`config.mk`:
```
export PLATFORM = sky130hd
export DESIGN_NAME = i2c_cmd_seq
export DESIGN_NICKNAME = d
export VERILOG_FILES = /design/src/rtl/i2c_seq_pkg.sv /design/src/rtl/i2c_cmd_fifo.sv /design/src/rtl/i2c_cmd_seq.sv
export SDC_FILE = /design/constraint.sdc
export NUM_CORES = 1
export LEC_CHECK = 0
export ABC_AREA = 0
export ABC_CLOCK_PERIOD_IN_PS = 2500
export BUFFER_PORTS_ARGS = -buffer_cell sky130_fd_sc_hd__buf_2
export CORE_MARGIN = 1.5
export CORE_UTILIZATION = 41
export CTS_CLUSTER_DIAMETER = 200
export DETAILED_ROUTE_END_ITERATION = 6
export HOLD_SLACK_MARGIN = 0.12
export SLEW_MARGIN = 15
export SYNTH_ARGS = -nofsm -noshare
export SYNTH_HDL_FRONTEND = slang
export SYNTH_SLANG_ARGS = --single-unit
```
`constraint.sdc`:
```
create_clock -name i_Clk -period 2.5 [get_ports i_Clk]
set_input_delay 0.125 -clock i_Clk [delete_from_list [all_inputs] [get_ports i_Clk]]
set_output_delay 0.125 -clock i_Clk [all_outputs]
set_load 0.05 [all_outputs]
```
`src/rtl/i2c_seq_pkg.sv`:
```
// ---------------------------------------------------------------------------
// i2c_seq_pkg
// Shared types for the i2c command sequencer: FSM state encoding, response
// error codes and the command record stored in the command FIFO.
// No ports (package).
// ---------------------------------------------------------------------------
package i2c_seq_pkg;

  typedef enum logic [1:0] {
    IDLE  = 2'b00,
    ISSUE = 2'b01,
    WAIT  = 2'b10,
    RESP  = 2'b11
  } state_t;

  localparam logic [1:0] ERR_OK      = 2'b00;
  localparam logic [1:0] ERR_NACK    = 2'b01;
  localparam logic [1:0] ERR_TIMEOUT = 2'b10;

  typedef struct packed {
    logic       rw;
    logic [7:0] data;
  } i2c_cmd_t;

endpackage

```
`src/rtl/i2c_cmd_fifo.sv`:
```
// ---------------------------------------------------------------------------
// i2c_cmd_fifo
// Synchronous FIFO of i2c_cmd_t records. Head is always visible; it is only
// removed by an explicit pop. Full flag is registered so the upstream ready
// depends on occupancy alone.
// Ports:
//   clk, rst_n   clock and asynchronous active-low reset
//   push         write push_cmd (ignored when full)
//   push_cmd     command to store
//   pop          remove head (ignored when empty)
//   head         oldest stored command
//   count        occupancy, 0..DEPTH
//   full         occupancy == DEPTH
// ---------------------------------------------------------------------------
module i2c_cmd_fifo
  import i2c_seq_pkg::*;
#(
  parameter int DEPTH = 4,
  localparam int AW = $clog2(DEPTH),
  localparam int CW = AW + 1
) (
  input  logic          clk,
  input  logic          rst_n,
  input  logic          push,
  input  i2c_cmd_t      push_cmd,
  input  logic          pop,
  output i2c_cmd_t      head,
  output logic [CW-1:0] count,
  output logic          full
);

  i2c_cmd_t        mem_r [DEPTH];
  logic [AW-1:0]   wr_ptr_r;
  logic [AW-1:0]   rd_ptr_r;
  logic [CW-1:0]   count_r;
  logic [CW-1:0]   count_next_s;
  logic            full_r;
  logic            push_ok_s;
  logic            pop_ok_s;

  assign push_ok_s = push & ~full_r;
  assign pop_ok_s  = pop & (count_r != {CW{1'b0}});

  // Next occupancy; a simultaneous push and pop leaves it unchanged.
  always_comb begin
    count_next_s = count_r;
    case ({push_ok_s, pop_ok_s})
      2'b10:   count_next_s = count_r + {{(CW-1){1'b0}}, 1'b1};
      2'b01:   count_next_s = count_r - {{(CW-1){1'b0}}, 1'b1};
      default: count_next_s = count_r;
    endcase
  end

  // Storage array; pointers wrap naturally because DEPTH is a power of two.
  always_ff @(posedge clk or negedge rst_n) begin
    if (!rst_n) begin
      for (int i = 0; i < DEPTH; i++) begin
        mem_r[i] <= '0;
      end
    end else if (push_ok_s) begin
      mem_r[wr_ptr_r] <= push_cmd;
    end else begin
      mem_r[wr_ptr_r] <= mem_r[wr_ptr_r];
    end
  end

  // Pointers, occupancy and registered full flag.
  always_ff @(posedge clk or negedge rst_n) begin
    if (!rst_n) begin
      wr_ptr_r <= '0;
      rd_ptr_r <= '0;
      count_r  <= '0;
      full_r   <= 1'b0;
    end else begin
      if (push_ok_s) begin
        wr_ptr_r <= wr_ptr_r + {{(AW-1){1'b0}}, 1'b1};
      end
      if (pop_ok_s) begin
        rd_ptr_r <= rd_ptr_r + {{(AW-1){1'b0}}, 1'b1};
      end
      count_r <= count_next_s;
      full_r  <= (count_next_s == CW'(DEPTH));
    end
  end

  assign head  = mem_r[rd_ptr_r];
  assign count = count_r;
  assign full  = full_r;

endmodule

```
`src/rtl/i2c_cmd_seq.sv`:
```
// ---------------------------------------------------------------------------
// i2c_cmd_seq
// Command sequencer in front of an i2c master. Host commands are queued in
// i2c_cmd_fifo and issued one at a time; NACKed transfers are retried up to
// RETRIES extra times, each attempt is guarded by a TIMEOUT_CYCLES watchdog,
// and one response (read byte + status) is returned per command.
// Ports:
//   i_Clk, i_Rst_n                  clock, asynchronous active-low reset
//   i_Cmd_Valid/o_Cmd_Ready         host command handshake
//   i_Cmd_RW, i_Cmd_Data            command: 0=write/1=read, write byte
//   o_Rsp_Valid/i_Rsp_Ready         response handshake
//   o_Rsp_Data, o_Rsp_Err           read byte, status (00 ok/01 nack/10 timeout)
//   o_Cmd_Count                     FIFO occupancy
//   o_M_Start, o_M_RW, o_M_Data     master control (start pulse, held R/W+byte)
//   i_M_Busy, i_M_Done              master status
//   i_M_Ack_Err, i_M_Data           NACK flag and read byte, valid with done
// ---------------------------------------------------------------------------
module i2c_cmd_seq
  import i2c_seq_pkg::*;
#(
  parameter int DEPTH          = 4,
  parameter int RETRIES        = 2,
  parameter int TIMEOUT_CYCLES = 4096,
  localparam int CW  = $clog2(DEPTH) + 1,
  localparam int RTW = (RETRIES > 0) ? $clog2(RETRIES + 1) : 1,
  localparam int TW  = $clog2(TIMEOUT_CYCLES + 1)
) (
  input  logic          i_Clk,
  input  logic          i_Rst_n,
  input  logic          i_Cmd_Valid,
  output logic          o_Cmd_Ready,
  input  logic          i_Cmd_RW,
  input  logic [7:0]    i_Cmd_Data,
  output logic          o_Rsp_Valid,
  input  logic          i_Rsp_Ready,
  output logic [7:0]    o_Rsp_Data,
  output logic [1:0]    o_Rsp_Err,
  output logic [CW-1:0] o_Cmd_Count,
  output logic          o_M_Start,
  output logic          o_M_RW,
  output logic [7:0]    o_M_Data,
  input  logic          i_M_Busy,
  input  logic          i_M_Done,
  input  logic          i_M_Ack_Err,
  input  logic [7:0]    i_M_Data
);

  state_t          state_r;
  state_t          state_next_s;
  logic [RTW-1:0]  retry_r;
  logic [RTW-1:0]  retry_next_s;
  logic [TW-1:0]   to_cnt_r;
  logic [TW-1:0]   to_next_s;
  logic            pop_s;
  logic            rsp_load_s;
  logic [7:0]      rsp_data_next_s;
  logic [1:0]      rsp_err_next_s;

  logic            start_r;
  logic            m_rw_r;
  logic [7:0]      m_data_r;
  logic            rsp_valid_r;
  logic [7:0]      rsp_data_r;
  logic [1:0]      rsp_err_r;

  i2c_cmd_t        push_cmd_s;
  i2c_cmd_t        head_s;
  logic [CW-1:0]   count_s;
  logic            full_s;

  assign push_cmd_s = '{rw: i_Cmd_RW, data: i_Cmd_Data};

  i2c_cmd_fifo #(
    .DEPTH (DEPTH)
  ) u_fifo (
    .clk      (i_Clk),
    .rst_n    (i_Rst_n),
    .push     (i_Cmd_Valid),
    .push_cmd (push_cmd_s),
    .pop      (pop_s),
    .head     (head_s),
    .count    (count_s),
    .full     (full_s)
  );

  // Next-state, retry/timeout counters and response capture.
  always_comb begin
    state_next_s    = state_r;
    retry_next_s    = retry_r;
    to_next_s       = to_cnt_r;
    pop_s           = 1'b0;
    rsp_load_s      = 1'b0;
    rsp_data_next_s = 8'h00;
    rsp_err_next_s  = ERR_OK;
    case (state_r)
      IDLE: begin
        // The busy gate also covers a master still finishing after a timeout.
        if ((count_s != {CW{1'b0}}) && !i_M_Busy) begin
          state_next_s = ISSUE;
          retry_next_s = '0;
        end else begin
          state_next_s = IDLE;
        end
      end
      ISSUE: begin
        state_next_s = WAIT;
        to_next_s    = '0;
      end
      WAIT: begin
        // Done is checked first so it wins over a coincident timeout.
        if (i_M_Done) begin
          if (!i_M_Ack_Err) begin
            state_next_s    = RESP;
            rsp_load_s      = 1'b1;
            rsp_data_next_s = head_s.rw ? i_M_Data : 8'h00;
            rsp_err_next_s  = ERR_OK;
          end else if (retry_r < RTW'(RETRIES)) begin
            state_next_s = ISSUE;
            retry_next_s = retry_r + {{(RTW-1){1'b0}}, 1'b1};
          end else begin
            state_next_s    = RESP;
            rsp_load_s      = 1'b1;
            rsp_data_next_s = 8'h00;
            rsp_err_next_s  = ERR_NACK;
          end
        end else if (to_cnt_r == TW'(TIMEOUT_CYCLES - 1)) begin
          state_next_s    = RESP;
          rsp_load_s      = 1'b1;
          rsp_data_next_s = 8'h00;
          rsp_err_next_s  = ERR_TIMEOUT;
        end else begin
          to_next_s = to_cnt_r + {{(TW-1){1'b0}}, 1'b1};
        end
      end
      RESP: begin
        // Head stays in the FIFO until the host takes the response.
        if (i_Rsp_Ready) begin
          pop_s        = 1'b1;
          state_next_s = IDLE;
        end else begin
          state_next_s = RESP;
        end
      end
      default: begin
        state_next_s = IDLE;
      end
    endcase
  end

  // FSM state and counters.
  always_ff @(posedge i_Clk or negedge i_Rst_n) begin
    if (!i_Rst_n) begin
      state_r  <= IDLE;
      retry_r  <= '0;
      to_cnt_r <= '0;
    end else begin
      state_r  <= state_next_s;
      retry_r  <= retry_next_s;
      to_cnt_r <= to_next_s;
    end
  end

  // Master control outputs: start marks the ISSUE cycle, R/W and byte are
  // latched from the head on entry to ISSUE and held through the transfer.
  always_ff @(posedge i_Clk or negedge i_Rst_n) begin
    if (!i_Rst_n) begin
      start_r  <= 1'b0;
      m_rw_r   <= 1'b0;
      m_data_r <= 8'h00;
    end else begin
      start_r <= (state_next_s == ISSUE);
      if (state_next_s == ISSUE) begin
        m_rw_r   <= head_s.rw;
        m_data_r <= head_s.data;
      end else begin
        m_rw_r   <= m_rw_r;
        m_data_r <= m_data_r;
      end
    end
  end

  // Response channel: loaded on entry to RESP, held until accepted.
  always_ff @(posedge i_Clk or negedge i_Rst_n) begin
    if (!i_Rst_n) begin
      rsp_valid_r <= 1'b0;
      rsp_data_r  <= 8'h00;
      rsp_err_r   <= ERR_OK;
    end else if (rsp_load_s) begin
      rsp_valid_r <= 1'b1;
      rsp_data_r  <= rsp_data_next_s;
      rsp_err_r   <= rsp_err_next_s;
    end else if ((state_r == RESP) && i_Rsp_Ready) begin
      rsp_valid_r <= 1'b0;
    end else begin
      rsp_valid_r <= rsp_valid_r;
    end
  end

  assign o_Cmd_Ready = ~full_s;
  assign o_Cmd_Count = count_s;
  assign o_M_Start   = start_r;
  assign o_M_RW      = m_rw_r;
  assign o_M_Data    = m_data_r;
  assign o_Rsp_Valid = rsp_valid_r;
  assign o_Rsp_Data  = rsp_data_r;
  assign o_Rsp_Err   = rsp_err_r;

endmodule

```
==> results_dict.tcl <==
set metrics [dict create \
    status "completed" \
    nFillCells 818 \
    relSlewSlack 0.2490 \
    synth_most_common_cell "dfrtp_1" \
    grt_overflow 0 \
    synth_top_area_share 0.5139 \
    clkLatencyLatePin_ns 0.35 \
    drtIter0Drc 126 \
    hold_depth 3 \
    diodes 0 \
    syn_inst 328 \
    syn_to_final_growth_pct 18.68 \
    drtPass1Iterations 5 \
    cp.required_ns 2.74 \
    avgSynthCellArea_sq_um 12.17 \
    wirelength_um 8166 \
    async_flop_share 1.000 \
    r2r_start "state_r[1]" \
    rsz0062_at_grt "no" \
    die_w_um 101.7 \
    wl_per_cell_um 15.50 \
    pwr_density_cell_mw_per_mm2 1313 \
    tightest_slew_ns 1.122 \
    timing.final.ws_setup_ns 0.1987 \
    final-hold-violation-count 0 \
    cts_tree "done" \
    dpl.hpwl_um 5622 \
    synth_edf_count 0 \
    hold_end "o_Rsp_Err[0]" \
    port_buffers 48 \
    ant_nets 0 \
    syn_area_sq_mm 0.003993 \
    numCtsBuffers 9 \
    synth.net_count 359 \
    timing.setup.tns_ns 0 \
    pre_cts_ws_ns 0.1426 \
    vias_per_cell 5.197 \
    ys_seq_area_frac 0.5139 \
    vias 2739 \
    critPathKind "reg -> reg" \
    root_buffer "clkbuf_8" \
    crit_path_cell_trace "o41a_1, nor2_1, mux2_2" \
    grt_pass1_vias 2695 \
    initial_core_util 0.4280 \
    max_freq_ghz 0.4345 \
    final-seq-area_sq_mm 0.002053 \
    cap_violations 0 \
    synthTopCellsByCount "82 x dfrtp_1, 42 x nor2_1, 39 x a21oi_1" \
    setup_violations 0 \
    dieHeight_um 101.7 \
    ir_worst_vdd_mv 0.6576 \
    synth_cell_types 53 \
    cts.htree.levels 3 \
    fin_skew_ns 0.01587 \
    yosysWarnings 0 \
    cp_slowest_stage_delay_ns 0.86 \
    synth-seq-cells 82 \
    ctsLongestPathBuffers 2 \
    yosys-top-cells-area "dfrtp_1 51%, mux4_2 10%, a21oi_1 4.9%" \
    regToRegSetupSlack_ns 0.20 \
    core_area_sq_mm 0.009328 \
    clk_pin_slew_ns 0.08 \
    period_minus_slack_ns 2.301 \
    power_uw 6221 \
    yosysTopAreaCell "dfrtp_1" \
    gp_congestion 0.7798 \
    row_count 35 \
    worst_setup_path_end_kind "flop" \
    drive_above_1_share 0.3015 \
    hold_path.startpoint "i_M_Ack_Err" \
    cp_slowest_cell "nor2_1" \
    final_nets 424 \
    hold_path.class "in -> reg" \
    grt_pass1_wl_um 13410 \
    ys.flop_type "dfrtp_1" \
    io_pins 49 \
    rr_worst_depth 3 \
    drc_errors 0 \
    cts.sinks 82 \
    arrival_ns 2.54 \
    finalCritPeriodShare 0.9205 \
    startpoint_type "flop" \
    grt_max_degree 46 \
    placed_cell_area_sq_mm 0.004414 \
    p_leak_uw 0.002043 \
    multi_input_area_sq_mm 0.001794 \
    dieArea_sq_mm 0.01034 \
    maxSlewViolCount 0 \
    grt_usage 0.1713 \
    finalInstanceArea_sq_mm 0.004738 \
    path_max_fanout 11 \
    antenna_found_initial 0 \
    r2r_end "o_M_Data[7]" \
]
-- critical path: cells and delay by family (launching register included) --
| kind | cells | cell delay (ns) |
|---|---|---|
| muxes | 1 | 0.42 |
| AOI/OAI and AO/OA | 1 | 0.45 |
| DFF | 1 | 0.46 |
| and+or+nand+nor | 1 | 0.86 |
-- state kept, by name, summed over array words and instances, names as in the netlist, 3 cells and up --
name,count
u_fifo.count,3
o_Rsp_Data,8
o_M_Data,8
u_fifo.mem_r,36
to_cnt_r,13
-- where the power goes --
part           internal (uW)  switching, uW  total (uW)
combinational           1260           1720        2980
clock                    499            508        1010
sequential              1830            402        2230
total                   3590           2630        6220
-- final cells by class --
| cell class | instances | area share |
|---|---|---|
| tap | 129 | 0.03406 |
| sequential | 82 | 0.4333 |
| multi-input combinational | 215 | 0.3787 |
| clock inverter | 6 | 0.01532 |
| timing repair buffer | 74 | 0.1009 |
| clock buffer | 10 | 0.02905 |
| inverter | 11 | 0.008714 |
-- cell usage in the layout, fill, tap and decap left out, types with 2 or more instances in the layout --
| cell type | instances |
|---|---|
| clkinv_4 | 2 |
| mux4_2 | 18 |
| or3_1 | 2 |
| inv_6 | 2 |
| a21oi_1 | 39 |
| a22o_1 | 10 |
| clkbuf_8 | 10 |
| o31ai_1 | 8 |
| xor2_1 | 3 |
| dfrtp_1 | 81 |
| nand3_1 | 4 |
| xnor2_1 | 3 |
| dlygate4sd3_1 | 11 |
| buf_2 | 47 |
| mux2i_1 | 11 |
| ha_1 | 6 |
| nand2b_1 | 3 |
| mux2_2 | 11 |
| nand2_1 | 11 |
| o21ai_0 | 2 |
| or4_1 | 6 |
| inv_1 | 11 |
| nor2_1 | 41 |
| o211ai_1 | 7 |
| buf_4 | 15 |
-- layer usage --
| metal | wire (um) | GRT usage | vias to the layer above |
|---|---|---|---|
| met5 | 0 | 0 | - |
| met4 | 119 | 0.06624 | 0 |
| met1 | 3973 | 0.2426 | 1331 |
| met2 | 3715 | 0.2590 | 60 |
| met3 | 357 | 0.03658 | 10 |
| li1 | - | - | 1338 |
-- metrics by stage --
stage	hold WS, ns	utilization	std cells
after floorplan	-0.1706	-	328
after global placement	0.1337	0.4732	500
after detailed placement	0.1322	0.4732	500
after CTS	0.1332	0.5076	527
after global routing	0.1564	0.5080	527
final	0.1452	0.5080	527
-- cell families after synthesis --
group | count (synthesis) | share of synthesized area
AO/OA/AOI/OAI | 79 | 0.1382
buffers and inverters | 31 | 0.03729
XOR/XNOR | 6 | 0.01316
flip-flops | 82 | 0.5139
AND/OR/NAND/NOR | 83 | 0.1134
multiplexers | 40 | 0.1601
adder cells (fa/ha/maj) | 7 | 0.02382
-- how the worst max path moves through the flow --
stage               startpoint          end  slack (ns)
6_report            state_r[1]  o_M_Data[7]        0.20
5_1_grt             state_r[0]  o_M_Data[7]        0.04
4_1_cts             state_r[1]  u_fifo.full        0.11
3_5_place_dp        state_r[1]  u_fifo.full        0.14
3_3_place_gp        state_r[1]  o_M_Data[4]        0.19
2_1_floorplan  u_fifo.count[0]  u_fifo.full        0.20
-- timing repair --
item / 4_1_cts / 5_1_grt
hold endpoints to repair: 46 / 0
buffers inserted: 0 / 0
hold buffers: 11 / 0
resized for setup: 0 / 2
endpoints found under the setup margin: 0 / 1
Note: power is estimated with default switching activity, not from simulation.
